[src/rtl/alu_seq_pkg.sv]
// Shared definitions for the ALU sequencer: opcode codes, FSM state type,
// and helpers for opcode legality and per-op latency.
package alu_seq_pkg;

  localparam logic [3:0] OP_PASSB = 4'h0;
  localparam logic [3:0] OP_ADD   = 4'h1;
  localparam logic [3:0] OP_RSVD  = 4'h2;
  localparam logic [3:0] OP_MUL   = 4'h3;
  localparam logic [3:0] OP_DIV   = 4'h4;
  localparam logic [3:0] OP_SUB   = 4'h5;
  localparam logic [3:0] OP_AND   = 4'h6;
  localparam logic [3:0] OP_OR    = 4'h7;
  localparam logic [3:0] OP_XOR   = 4'h8;
  localparam logic [3:0] OP_SHL   = 4'h9;
  localparam logic [3:0] OP_SHR   = 4'hA;
  localparam logic [3:0] OP_SRA   = 4'hB;

  typedef enum logic [1:0] {
    IDLE = 2'd0,
    EXEC = 2'd1,
    RESP = 2'd2
  } state_t;

  // Legal codes are 0000, 0001 and 0011..1011; 0010 and 1100..1111 are not.
  function automatic logic op_legal(input logic [3:0] op);
    return (op != OP_RSVD) && (op <= OP_SRA);
  endfunction

  // Number of cycles the ALU inputs are held for a given op.
  function automatic logic [3:0] op_lat(input logic [3:0] op,
                                        input int        mul_lat,
                                        input int        div_lat,
                                        input int        base_lat);
    logic [3:0] lat;
    case (op)
      OP_MUL:  lat = 4'(mul_lat);
      OP_DIV:  lat = 4'(div_lat);
      default: lat = 4'(base_lat);
    endcase
    return lat;
  endfunction

endpackage

[src/rtl/alu_sequencer_arb.sv]
// Two-way round-robin grant. The pointer names the requester that wins a
// tie; it moves to the requester that was not served when advance_i fires.
module alu_rr_arb2 (
  input  logic clk,
  input  logic rst_n,
  input  logic valid0_i,
  input  logic valid1_i,
  input  logic advance_i,
  input  logic served_i,
  output logic gnt0_o,
  output logic gnt1_o
);

  logic ptr_q;
  logic ptr_d;

  // Next pointer: after a completed op, favour the other requester.
  always_comb begin
    ptr_d = ptr_q;
    if (advance_i) begin
      ptr_d = ~served_i;
    end
  end

  // Pointer register, reset to favour requester 0.
  always_ff @(posedge clk or negedge rst_n) begin
    if (!rst_n) begin
      ptr_q <= 1'b0;
    end else begin
      ptr_q <= ptr_d;
    end
  end

  assign gnt0_o = valid0_i & (~valid1_i | ~ptr_q);
  assign gnt1_o = valid1_i & (~valid0_i |  ptr_q);

endmodule

[src/rtl/alu_sequencer.sv]
// Shares one external 32-bit ALU between two requesters with round-robin
// arbitration, holds ALU inputs for the op latency, and returns the result
// on a tagged response channel.
// Optional feature macro: ALU_FLAGS_EN adds a {N, Z, C} flags output.
//
// Handshakes: a transfer happens on a rising edge where valid and ready are
// both high. reqN_ready is combinational and never depends on reqN_op/a/b.
// rsp_valid, once high, stays high with rsp_* unchanged until rsp_ready.
module alu_sequencer
  import alu_seq_pkg::*;
#(
  parameter int MUL_LAT  = 3,
  parameter int DIV_LAT  = 8,
  parameter int BASE_LAT = 1
) (
  input  logic        clk,
  input  logic        rst_n,
  input  logic        req0_valid,
  output logic        req0_ready,
  input  logic [3:0]  req0_op,
  input  logic [31:0] req0_a,
  input  logic [31:0] req0_b,
  input  logic        req1_valid,
  output logic        req1_ready,
  input  logic [3:0]  req1_op,
  input  logic [31:0] req1_a,
  input  logic [31:0] req1_b,
  output logic [3:0]  alu_s,
  output logic [31:0] alu_a,
  output logic [31:0] alu_b,
  input  logic [31:0] alu_y,
  input  logic        alu_carry,
  output logic        rsp_valid,
  input  logic        rsp_ready,
  output logic        rsp_id,
  output logic [31:0] rsp_data,
  output logic        rsp_carry,
  output logic        rsp_err,
  output state_t      dbg_state_o
`ifdef ALU_FLAGS_EN
  ,
  output logic [2:0]  flags
`endif
);

  state_t      state_q;
  logic [3:0]  cnt_q;
  logic [3:0]  alu_s_q;
  logic [31:0] alu_a_q;
  logic [31:0] alu_b_q;
  logic        rsp_valid_q;
  logic        rsp_id_q;
  logic [31:0] rsp_data_q;
  logic        rsp_carry_q;
  logic        rsp_err_q;
`ifdef ALU_FLAGS_EN
  logic [2:0]  flags_q;
`endif

  logic        gnt0;
  logic        gnt1;
  logic        accept;
  logic        rsp_hs;
  logic        sel_id;
  logic [3:0]  sel_op;
  logic [31:0] sel_a;
  logic [31:0] sel_b;
  logic        sel_err;

  alu_rr_arb2 u_arb (
    .clk       (clk),
    .rst_n     (rst_n),
    .valid0_i  (req0_valid),
    .valid1_i  (req1_valid),
    .advance_i (rsp_hs),
    .served_i  (rsp_id_q),
    .gnt0_o    (gnt0),
    .gnt1_o    (gnt1)
  );

  // Grants already imply valid, so either ready means a handshake.
  assign req0_ready = (state_q == IDLE) && gnt0;
  assign req1_ready = (state_q == IDLE) && gnt1;
  assign accept     = req0_ready || req1_ready;
  assign rsp_hs     = (state_q == RESP) && rsp_ready;

  assign sel_id  = gnt1;
  assign sel_op  = gnt1 ? req1_op : req0_op;
  assign sel_a   = gnt1 ? req1_a  : req0_a;
  assign sel_b   = gnt1 ? req1_b  : req0_b;
  assign sel_err = !op_legal(sel_op) || ((sel_op == OP_DIV) && (sel_b == 32'h0));

  // Sequencer FSM: accept one op, hold the ALU inputs for its latency,
  // then present the captured result until it is consumed.
  always_ff @(posedge clk or negedge rst_n) begin
    if (!rst_n) begin
      state_q     <= IDLE;
      cnt_q       <= 4'h0;
      alu_s_q     <= 4'h0;
      alu_a_q     <= 32'h0;
      alu_b_q     <= 32'h0;
      rsp_valid_q <= 1'b0;
      rsp_id_q    <= 1'b0;
      rsp_data_q  <= 32'h0;
      rsp_carry_q <= 1'b0;
      rsp_err_q   <= 1'b0;
`ifdef ALU_FLAGS_EN
      flags_q     <= 3'b000;
`endif
    end else begin
      case (state_q)
        IDLE: begin
          if (accept) begin
            rsp_id_q <= sel_id;
            if (sel_err) begin
              // Errors skip the ALU entirely.
              state_q     <= RESP;
              rsp_valid_q <= 1'b1;
              rsp_err_q   <= 1'b1;
              rsp_data_q  <= 32'h0;
              rsp_carry_q <= 1'b0;
            end else begin
              state_q <= EXEC;
              cnt_q   <= op_lat(sel_op, MUL_LAT, DIV_LAT, BASE_LAT) - 4'd1;
              alu_s_q <= sel_op;
              alu_a_q <= sel_a;
              alu_b_q <= sel_b;
            end
          end
        end
        EXEC: begin
          if (cnt_q == 4'h0) begin
            state_q     <= RESP;
            rsp_valid_q <= 1'b1;
            rsp_err_q   <= 1'b0;
            rsp_data_q  <= alu_y;
            rsp_carry_q <= alu_carry;
            alu_s_q     <= 4'h0;
            alu_a_q     <= 32'h0;
            alu_b_q     <= 32'h0;
`ifdef ALU_FLAGS_EN
            flags_q     <= {alu_y[31], (alu_y == 32'h0), alu_carry};
`endif
          end else begin
            cnt_q <= cnt_q - 4'd1;
          end
        end
        RESP: begin
          if (rsp_ready) begin
            state_q     <= IDLE;
            rsp_valid_q <= 1'b0;
          end
        end
        default: begin
          state_q <= IDLE;
        end
      endcase
    end
  end

  assign alu_s       = alu_s_q;
  assign alu_a       = alu_a_q;
  assign alu_b       = alu_b_q;
  assign rsp_valid   = rsp_valid_q;
  assign rsp_id      = rsp_id_q;
  assign rsp_data    = rsp_data_q;
  assign rsp_carry   = rsp_carry_q;
  assign rsp_err     = rsp_err_q;
  assign dbg_state_o = state_q;
`ifdef ALU_FLAGS_EN
  assign flags       = flags_q;
`endif

endmodule

[config.mk]
export PLATFORM = sky130hd
export DESIGN_NAME = alu_sequencer
export DESIGN_NICKNAME = d
export VERILOG_FILES = /design/src/rtl/alu_seq_pkg.sv /design/src/rtl/alu_sequencer_arb.sv /design/src/rtl/alu_sequencer.sv
export SDC_FILE = /design/constraint.sdc
export NUM_CORES = 1
export LEC_CHECK = 0
export CORE_ASPECT_RATIO = 0.5
export CORE_UTILIZATION = 46
export CTS_BUF_LIST = sky130_fd_sc_hd__clkbuf_8
export CTS_CLUSTER_SIZE = 30
export DETAILED_ROUTE_END_ITERATION = 10
export PLACE_DENSITY_LB_ADDON = 0.05
export SLEW_MARGIN = 20
export SYNTH_ARGS = -nofsm -noshare
export SYNTH_HDL_FRONTEND = slang
export SYNTH_SLANG_ARGS = --single-unit
[constraint.sdc]
create_clock -name clk -period 5.5 [get_ports clk]
set_clock_uncertainty 0.2 [all_clocks]
set_input_delay 1.1 -clock clk [delete_from_list [all_inputs] [get_ports clk]]
set_output_delay 1.1 -clock clk [all_outputs]
set_load 0.01 [all_outputs]
* After elaboration in Yosys (flattened, before gate mapping)
Cells that the tools add are included.
** Word-level totals
- Logic and storage cells :: 94
- Register bits after elaboration :: 111
- Output and inout bits :: 108
- Input bits :: 174
** Operators by class
- Equal/unequal tests :: 11
- Reduce and logical (&&, ||, !) cells :: 19
- Bitwise operators :: 8
- Muxes and demuxes :: 42
- Order comparisons :: 1
- Add/sub/neg operators :: 2
** Operator list (count)
- 32-bit 2-to-1 mux :: 10
- 32-bit one-hot mux with 2 select lines :: 3
- 4-bit 2-to-1 mux :: 10
- 32-bit logical NOT :: 1
- 4-bit one-hot mux with 2 select lines :: 3
- 2-bit != test (second input constant) :: 6
- 4-bit AND reduction :: 3
- 1-bit 2-to-1 mux :: 8
- 2-bit 2-to-1 mux :: 4
- 4-bit by 1-bit subtractor with 4-bit output (second input constant) :: 2
- 2-bit one-hot mux with 3 select lines :: 1
- 1-bit logical AND :: 5
- 5-bit AND reduction :: 1
- 4-bit by 2-bit equality test with 1-bit output (second input constant) :: 1
- 4-bit by 3-bit equality test with 1-bit output (second input constant) :: 1
- 4-bit less-or-equal comparator (second input constant) :: 1
- 4-bit logical NOT :: 1
- 4-bit by 2-bit != test with 1-bit output (second input constant) :: 1
- 1-bit NOT :: 4
- 1-bit one-hot mux with 2 select lines :: 2
- 1-bit one-hot mux with 3 select lines :: 1
- 3-bit AND reduction :: 1
- 3-bit nonzero test :: 1
- 1-bit bitwise AND :: 2
- 8 further kinds :: 10

* Logic depth before layout (Yosys ltp)
Gate-level depths: netlist of the first run.
- Depth after elaboration :: 15
- Gate-level depth with buffers :: 12

* Hierarchy
Synthesis of the first run repeated with hierarchy kept, for this count alone.
** Second synthesis, totals
- Cell total of the unflattened synthesis :: 547
- Area total of the unflattened synthesis :: 5729.2 um^2
** By module, submodules not included
- alu_sequencer :: seq. area each 2752.6 um^2, times used 1, cells an instance 542, area an instance 5675.4 um^2
- alu_rr_arb2 :: seq. area each 25.0 um^2, times used 1, cells an instance 5, area an instance 53.8 um^2

* Worst setup path before layout of the first run
OpenSTA, ideal clock, no wires.
- Path kind :: input-to-output
- Start :: input req1_valid
- End :: output req1_ready
- Path buffers :: 3
- Arrival :: 2.356 ns
- Stages on the path :: 5
- Path slack :: 1.844 ns
- Cell sequence :: clkbuf_1 -> nand2_1 -> clkbuf_1 -> clkbuf_1 -> nor3_1
** On the way
- Longest elaborated chain between the ends :: 2
** RTL lines
- start: declaration :: RTL line alu_sequencer.sv:23 : input logic req1_valid,
- 1-bit bitwise AND :: RTL line alu_sequencer_arb.sv:35 : assign gnt1_o = valid1_i & (~valid0_i | ptr_q);
- 1-bit logical AND :: RTL line alu_sequencer.sv:83 : assign req1_ready = (state_q == IDLE) && gnt1;
- end: declaration :: RTL line alu_sequencer.sv:24 : output logic req1_ready,
Every way passes these cells.

* Worst setup path after layout of the first run
Same ends and word-level chain as after synthesis.

==> flow_summary.toml, run 1 <==
[status]
status = "finished clean"

[grt]
grt_pass1_vias = 5497
grt_max_degree = 85
grt_pass1_wl_um = 28640
grt_overflow = 0
track_usage = 0.2740
antenna_found_initial = 0

[sta]
period_minus_slack_ns = 4.368
grt_setup_unrepaired = "no"
maxSlewHeadroom = 0.3755
slew_viol_final = 0
fin_setup_tns_ns = 0
fin_crit_sh = 0.7941
hold_viol = 0
setup_violations = 0
clock.fmax_ghz = 0.2290
max_slew.worst_pin.slew_ns = 0.9367

[yosys]
synth_cell_type_count = 44
synth_area_leader_cell = "dfrtp_1"
yosys_warnings = 0
synthTopCellsByArea = "dfrtp_1 46%, mux2i_1 12%, nand2_1 11%, o221ai_1 5.6%, nand2b_1 5.2%"
synth_area_sq_um = 5996
synth_async_sr_flop_share = 1.000
synth_cells = 646
ys_seq_elements = 111
synth_edf_count = 0
synthFlopType = "dfrtp_1"
syn_nets = 821
synth.top_cell.area_share = 0.4633
yosysSeqAreaShare = 0.4633
syn_avg_cell_area_sq_um = 9.281

[finish]
fill_cells = 1007
area_growth_pct = 52.32
layout-drive-gt1-share = 0.05426
layout_common_cells = "280 x clkdlybuf4s50_1, 167 x nand2_1, 110 x dfrtp_1, 71 x mux2i_1, 53 x o21ai_0"
multi_input_area_sq_um = 3017
regArea_sq_um = 2779
num_antenna_cells = 0
final_common_cell = "clkdlybuf4s50_1"
nets = 1074

[min_path]
hp-start = "rsp_err"
hp-class = "reg2reg"
hold_path_end = "rsp_err"
holdPathStages = 1

[pwr]
p_sw_mw = 1.787
ir_worst_vdd_mv = 0.3089
power_mw = 4.490
internal-power_mw = 2.704
comb_power_share = 0.543
pwr-share-seq = 0.341
swShare = 0.3979
p_leak_nw = 3.920
powerDensity_nw_per_um2 = 491.7
clock_power_share = 0.116

[cts]
cts_setup_buffers = 0
clk_pin_slew_ns = 0.11
clk_latency_ns = 0.38
ctsHoldBuffers = 0
cts_root_buffer = "clkbuf_8"
clockBufferDepth = 2
cts_tree = "done"
clkSinkCount = 111
cts-resized-gates = 0
htreeDepth = 3
numCtsBuffers = 9

[detailed_routing]
routedWlPerCell_um = 17.37
drtPass1Iterations = 5
ant_nets = 0
drt_iter0_drc = 553
routed_wl_um = 18640
drc = 0
via_count = 5866
via_per_inst = 5.467

[floorplan]
die_area_sq_um = 13520
initial_core_util = 0.4721
die_w_um = 163.5
fp.coreArea_sq_um = 12700
die_height_um = 82.73
io_pins = 282
rows = 29

[placed_design]
io_buffers = 281
dp_hpwl_um = 13300
finalWeightedCongestion = 0.8141

[critical_path]
timing.rr.start = "dbg_state_o[0]"
cp_top_family = "buffers and inverters"
worstSetupPathType = "in2out"
reg2reg_depth = 7
reg2reg_slack_ns = 1.94
cp_data_arrival_time_ns = 3.07
worstSetupEndpointType = "output port"
cpPeakStageDelay_ns = 0.68
crit_buf_inv = 2
crit_top_cell = "clkdlybuf4s50_1"
worst_path_max_delay_cell = "clkdlybuf4s50_1"
cp_cell_sequence = "clkdlybuf4s50_1, nand2_4, nor3_1, clkdlybuf4s50_1"
critical_path.max_fanout = 31
rr_endpoint = "alu_b[18]"
cp-start-kind = "primary input"
crit_required_ns = 4.20

[flow_run]
cap_violations = 0
==> sequential cells by signal (all words and copies together) (netlist names) <==
name,cells
rsp_data,32
dbg_state_o,2
alu_a,32
u_arb.ptr_q,1
cnt_q,4
alu_b,32
rsp_id,1
rsp_valid,1
rsp_carry,1
alu_s,4
rsp_err,1
==> power by group through the flow <==
stage | clock, mW | combinational [mW] | sequential [mW]
2_1_floorplan | 0 | 1.13 | 1.64
3_3_place_gp | 0 | 2.39 | 1.52
3_5_place_dp | 0 | 2.46 | 1.54
4_1_cts | 0.528 | 2.46 | 1.53
5_1_grt | 0.563 | 2.67 | 1.59
6_report | 0.520 | 2.44 | 1.53
==> per-layer routing <==
layer / wire length (um) / track usage / vias up
li1: - / - / 2796
met1: 8002 / 0.3661 / 2840
met2: 8898 / 0.4555 / 215
met3: 1580 / 0.07043 / 15
met4: 159 / 0.05278 / 0
met5: 0 / 0 / -
==> cell usage after synthesis (2+ instances only) <==
library cell	n
or4_1	5
clkbuf_1	44
nand2b_1	50
o21ai_1	2
a2bb2oi_1	2
mux2i_1	71
nor4_1	8
a41o_1	2
mux2_2	3
nand2_1	168
nor4b_1	4
nor2_1	9
a21oi_1	22
nor3_1	3
and2_1	2
inv_1	6
o221ai_1	38
or3_1	3
o21ai_0	53
a2111oi_0	2
o221ai_2	10
nand4_1	3
dfrtp_1	111
buf_2	5
==> how the worst max path moves through the flow <==
stage	start	to	slack, ns	cells past startpoint
5_1_grt	req1_valid	req1_ready	1.02	4
3_5_place_dp	req0_valid	alu_a[19]	0.84	8
6_report	req1_valid	req1_ready	1.13	4
3_3_place_gp	req0_valid	alu_a[23]	0.97	8
4_1_cts	req0_valid	req1_ready	1.11	5
2_1_floorplan	req1_valid	req1_ready	1.84	5
==> area by class of cell <==
type | count | area share
tap | 170 | 0.02329
timing repair buffer | 293 | 0.3176
clock buffer | 10 | 0.01507
multi-input combinational | 478 | 0.3303
clock inverter | 5 | 0.006987
inverter | 6 | 0.002466
sequential | 111 | 0.3043
==> through the flow <==
stage / area, sq um / hold slack (ns) / setup WS (ns) / util / cells
final: 9133 / 0.2878 / 1.132 / 0.7191 / 1073
after global routing: 9133 / 0.3085 / 1.017 / 0.7191 / 1073
after CTS: 9133 / 0.2946 / 1.110 / 0.7191 / 1073
after detailed placement: 8931 / 0.2695 / 0.8441 / 0.7033 / 1058
after global placement: 8931 / 0.2631 / 0.9689 / 0.7033 / 1058
after floorplan: 5996 / 0.2625 / 1.844 / - / 646
==> cell families (layout without fill, tap and decap cells) <==
family          after synthesis  in the layout  share of synthesized area
simple gates                262            262                     0.2018
buf+inv                      57            314                    0.03861
flops                       111            111                     0.4633
compound gates              141            141                     0.1701
mux                          74             74                     0.1242
fa+ha+maj                     1              1                   0.002086
==> worst reg2reg max path, stage by stage, from the launching register on <==
cell	delay [ns]
dfrtp_2	0.85
nand2b_1	0.33
or2_1	0.34
and2_4	0.17
a311oi_4	0.47
nand2_2	0.51
buf_4	0.39
o221ai_1	0.22
Note: power is estimated with default switching activity, not from simulation.
==> inputs of run 2 (changes only) <==
- CORE_UTILIZATION: 46 -> 39
- clock period: 5.5 -> 3.61 ns (I/O delays scaled with it)
==> flow_summary.toml, run 2 (same netlist as run 1, synthesis figures left out) <==
[cts]
clockBufferDepth = 2
htreeDepth = 3
numCtsBuffers = 9
cts_tree = "done"
clk_pin_slew_ns = 0.12
cts_root_buffer = "clkbuf_8"
cts_setup_buffers = 0
cts-resized-gates = 0
clk_latency_ns = 0.38
clkSinkCount = 111
ctsHoldBuffers = 0

[finish]
final_common_cell = "clkdlybuf4s50_1"
layout_common_cells = "280 x clkdlybuf4s50_1, 167 x nand2_1, 110 x dfrtp_1, 71 x mux2i_1, 53 x o21ai_0"
num_antenna_cells = 0
multi_input_area_sq_um = 3017
area_growth_pct = 54.65
fin_cells = 1111
layout-drive-gt1-share = 0.06462
fill_cells = 1259
regArea_sq_um = 2779
nets = 1083

[floorplan]
io_pins = 282
initial_core_util = 0.4068
die_height_um = 89.68
die_w_um = 177.4
rows = 31
fp.coreArea_sq_um = 14740
die_area_sq_um = 15900

[sta]
finalWorstSetupSlack_ns = 0.2148
slew_viol_final = 0
fin_setup_tns_ns = 0
fin_crit_sh = 0.9405
period_minus_slack_ns = 3.395
grt_setup_unrepaired = "no"
hold_viol = 0
setup_violations = 0
clock.fmax_ghz = 0.2945
max_slew.worst_pin.slew_ns = 0.5916
maxSlewHeadroom = 0.6020

[pwr]
powerDensity_nw_per_um2 = 744.4
ir_worst_vdd_mv = 0.3607
p_leak_nw = 3.981

[critical_path]
reg2reg_depth = 7
crit_required_ns = 2.69
worstSetupPathType = "in2out"
critical_path.max_fanout = 6
cpPeakStageDelay_ns = 0.64
crit_top_cell = "clkdlybuf4s50_1"
cp_data_arrival_time_ns = 2.47
reg2reg_slack_ns = 0.80
cp_cell_sequence = "clkdlybuf4s50_1, buf_4, nand2_4, nor3_1, clkdlybuf4s50_1"
worstSetupEndpointType = "output port"
worst_path_max_delay_cell = "clkdlybuf4s50_1"
cp-start-kind = "primary input"

[placed_design]
finalWeightedCongestion = 0.8216
dp_cells = 1095
dp_hpwl_um = 14310
io_buffers = 281
dp_worst_setup_slack_ns = 0.02478

[flow_run]
cap_violations = 0

[grt]
grt_overflow = 0
grt_max_degree = 85
grt.met3_usage = 0.06987
grt_pass1_wl_um = 30090
grt_use_met1 = 0.3239
track_usage = 0.2445
met2_usage = 0.3991
busiest_layer = "met2"
antenna_found_initial = 0
grt_pass1_vias = 5686

[detailed_routing]
drtPass1Iterations = 4
drt_iter0_drc = 352
via_per_inst = 5.337
ant_nets = 0
drc = 0
routedWlPerCell_um = 17.63
routed_wl_um = 19590
via_count = 5929

[min_path]
hp-class = "in2async"

[status]
status = "finished clean"
-- run 2: changes by cell type in the layout (fill, tap and decap cells not counted), sizes merged --
cell,change
clkinvlp,-1
clkinv,+3
buf,+9
bufinv,-1
-- run 2: final cells by class --
cell class,instances,share of cell area
repair buffers,302,0.3255
multi-input cells,478,0.3253
flip-flops and latches,111,0.2997
well taps,198,0.02672
clock buffers,10,0.01484
clock inverters,6,0.005532
inverters,6,0.002429
-- run 2: power by group --
part | total, mW | switching (mW) | leakage (nW) | internal, mW
clock | 0.761 | 0.478 | 0.0992 | 0.282
sequential | 2.31 | 0.461 | 1.41 | 1.85
combinational | 3.84 | 1.84 | 2.48 | 2.00
total | 6.90 | 2.78 | 3.98 | 4.12
-- run 2: critical path, delay by kind of cell --
family | cells | cell delay, ns
AND/OR/NAND/NOR | 2 | 0.30
buffers and inverters | 3 | 1.45
-- run 2: through the flow --
| step | util | total power [mW] | hold WS [ns] | instance area, sq um |
|---|---|---|---|---|
| global route | 0.6291 | 7.416 | 0.05395 | 9273 |
| CTS | 0.6291 | 6.972 | 0.04717 | 9273 |
| detailed placement | 0.6163 | 6.195 | 0.2828 | 9084 |
| floorplan | - | 4.220 | 0.2264 | 5996 |
| finish | 0.6291 | 6.903 | 0.04601 | 9273 |
| global placement | 0.6163 | 6.082 | 0.2646 | 9084 |
-- run 2: worst paths after layout --
path | start | endpoint
setup / recovery | req1_valid | req1_ready
hold / removal | rst_n | rsp_data[0]
setup reg to reg | cnt_q[2] | alu_b[11]
hold reg to reg | rsp_id | u_arb.ptr_q
max in group asynchronous | rst_n | rsp_data[27]
min in group clk | rsp_id | u_arb.ptr_q
-- run 2: routing by layer --
layer	up-vias	routed length, um
li1	2810	-
met1	2881	8447
met2	215	9126
met3	23	1720
met4	0	291
met5	-	0
==> inputs of run 3 (changes only) <==
- PLACE_DENSITY_LB_ADDON: 0.05 -> 0.08
==> flow_summary.toml, run 3 (same netlist as run 1, synthesis figures left out) <==
[detailed_routing]
routedWlPerCell_um = 17.59
drt_iter0_drc = 321
via_count = 5868
via_per_inst = 5.286
ant_nets = 0
drc = 0
routed_wl_um = 19530
drtPass1Iterations = 5

[floorplan]
initial_core_util = 0.4068
die_area_sq_um = 15900
fp.coreArea_sq_um = 14740
die_height_um = 89.68
rows = 31
io_pins = 282
die_w_um = 177.4

[sta]
grt_setup_unrepaired = "no"
period_minus_slack_ns = 3.425
hold_viol = 0
setup_violations = 0
clock.fmax_ghz = 0.2920
hold_slack_ns = 0.09852
fin_setup_tns_ns = 0
fin_crit_sh = 0.9488
maxSlewHeadroom = 0.5448
slew_viol_final = 0
max_slew.worst_pin.slew_ns = 0.6828

[cts]
clockBufferDepth = 2
clk_pin_slew_ns = 0.12
cts-resized-gates = 0
cts_setup_buffers = 0
clkSinkCount = 111
numCtsBuffers = 9
clk_latency_ns = 0.39
htreeDepth = 3
cts_root_buffer = "clkbuf_8"
ctsHoldBuffers = 0
cts_tree = "done"

[grt]
antenna_found_initial = 0
grt_max_degree = 85
track_usage = 0.2434
grt_overflow = 0
grt_pass1_wl_um = 29730
grt_pass1_vias = 5724

[pwr]
power_mw = 6.899
ir_worst_vdd_mv = 0.4243
p_leak_nw = 3.986
powerDensity_nw_per_um2 = 741.8

[critical_path]
reg2reg_depth = 7
worstSetupEndpointType = "output port"
cp-start-kind = "primary input"
worstSetupPathType = "in2out"
critical_path.max_fanout = 9
reg2reg_slack_ns = 0.88
cp_data_arrival_time_ns = 2.50
crit_required_ns = 2.69

[min_path]
hp-class = "in2async"

[flow_run]
cap_violations = 0

[finish]
final_core_utilization = 0.6310
final_common_cell = "clkdlybuf4s50_1"
num_antenna_cells = 0
fill_cells = 1264
layout_common_cells = "280 x clkdlybuf4s50_1, 167 x nand2_1, 110 x dfrtp_1, 71 x mux2i_1, 53 x o21ai_0"
area_growth_pct = 55.11
final_cell_area_sq_um = 9300
layout-drive-gt1-share = 0.06360
nets = 1082

[placed_design]
dp_hpwl_um = 14000
io_buffers = 281
placed_area_sq_um = 9101
finalWeightedCongestion = 0.8749

[status]
status = "finished clean"
[run 3: changes by cell type in the layout (fill, tap and decap cells not counted), sizes merged]
cell,delta
clkinv,-2
buf,-1
clkinvlp,+1
inv,+1
[run 3: path summary, 6_finish.rpt]
| path | endpoint | start |
|---|---|---|
| worst max-delay path | req1_ready | req0_valid |
| worst max register to register | alu_a[7] | cnt_q[2] |
| worst min register to register | rsp_err | rsp_err |
| max in group asynchronous | alu_b[27] | rst_n |
| worst min-delay path | rsp_data[1] | rst_n |
| min in group clk | rsp_err | rsp_err |
[run 3: layout make-up]
class / instances / area (sq um) / area share
clock buffer: 10 / 137.6 / 0.01480
inverter: 6 / 22.52 / 0.002422
timing repair buffer: 301 / 3035 / 0.3264
multi-input combinational: 478 / 3017 / 0.3244
tap: 198 / 247.7 / 0.02664
sequential: 111 / 2779 / 0.2988
clock inverter: 6 / 61.31 / 0.006592
[run 3: power breakdown]
group          internal, mW  switching [mW]
Combinational          2.00            1.85
Clock                 0.289           0.478
Sequential             1.85           0.433
[run 3: routing by layer]
layer  GRT usage  share of wire  vias to the layer above
met5           0              0                        -
met4     0.06216          0.017                        0
met3     0.08081          0.091                       24
met2      0.4070           0.46                      211
met1      0.3073           0.43                     2820
li1            -              -                     2813
[run 3: worst max-delay path, cell delays in order]
cell             delay [ns]
clkdlybuf4s50_1        0.45
nand2b_1               0.30
nand2_4                0.17
nor3_1                 0.24
clkdlybuf4s50_1        0.61
[run 3: stage by stage]
| step | setup WS [ns] | std cells |
|---|---|---|
| floorplan | 0.6383 | 646 |
| global placement | 0.08704 | 1094 |
| detailed placement | 0.05432 | 1094 |
| CTS | 0.2185 | 1110 |
| global route | 0.1078 | 1110 |
| finish | 0.1850 | 1110 |
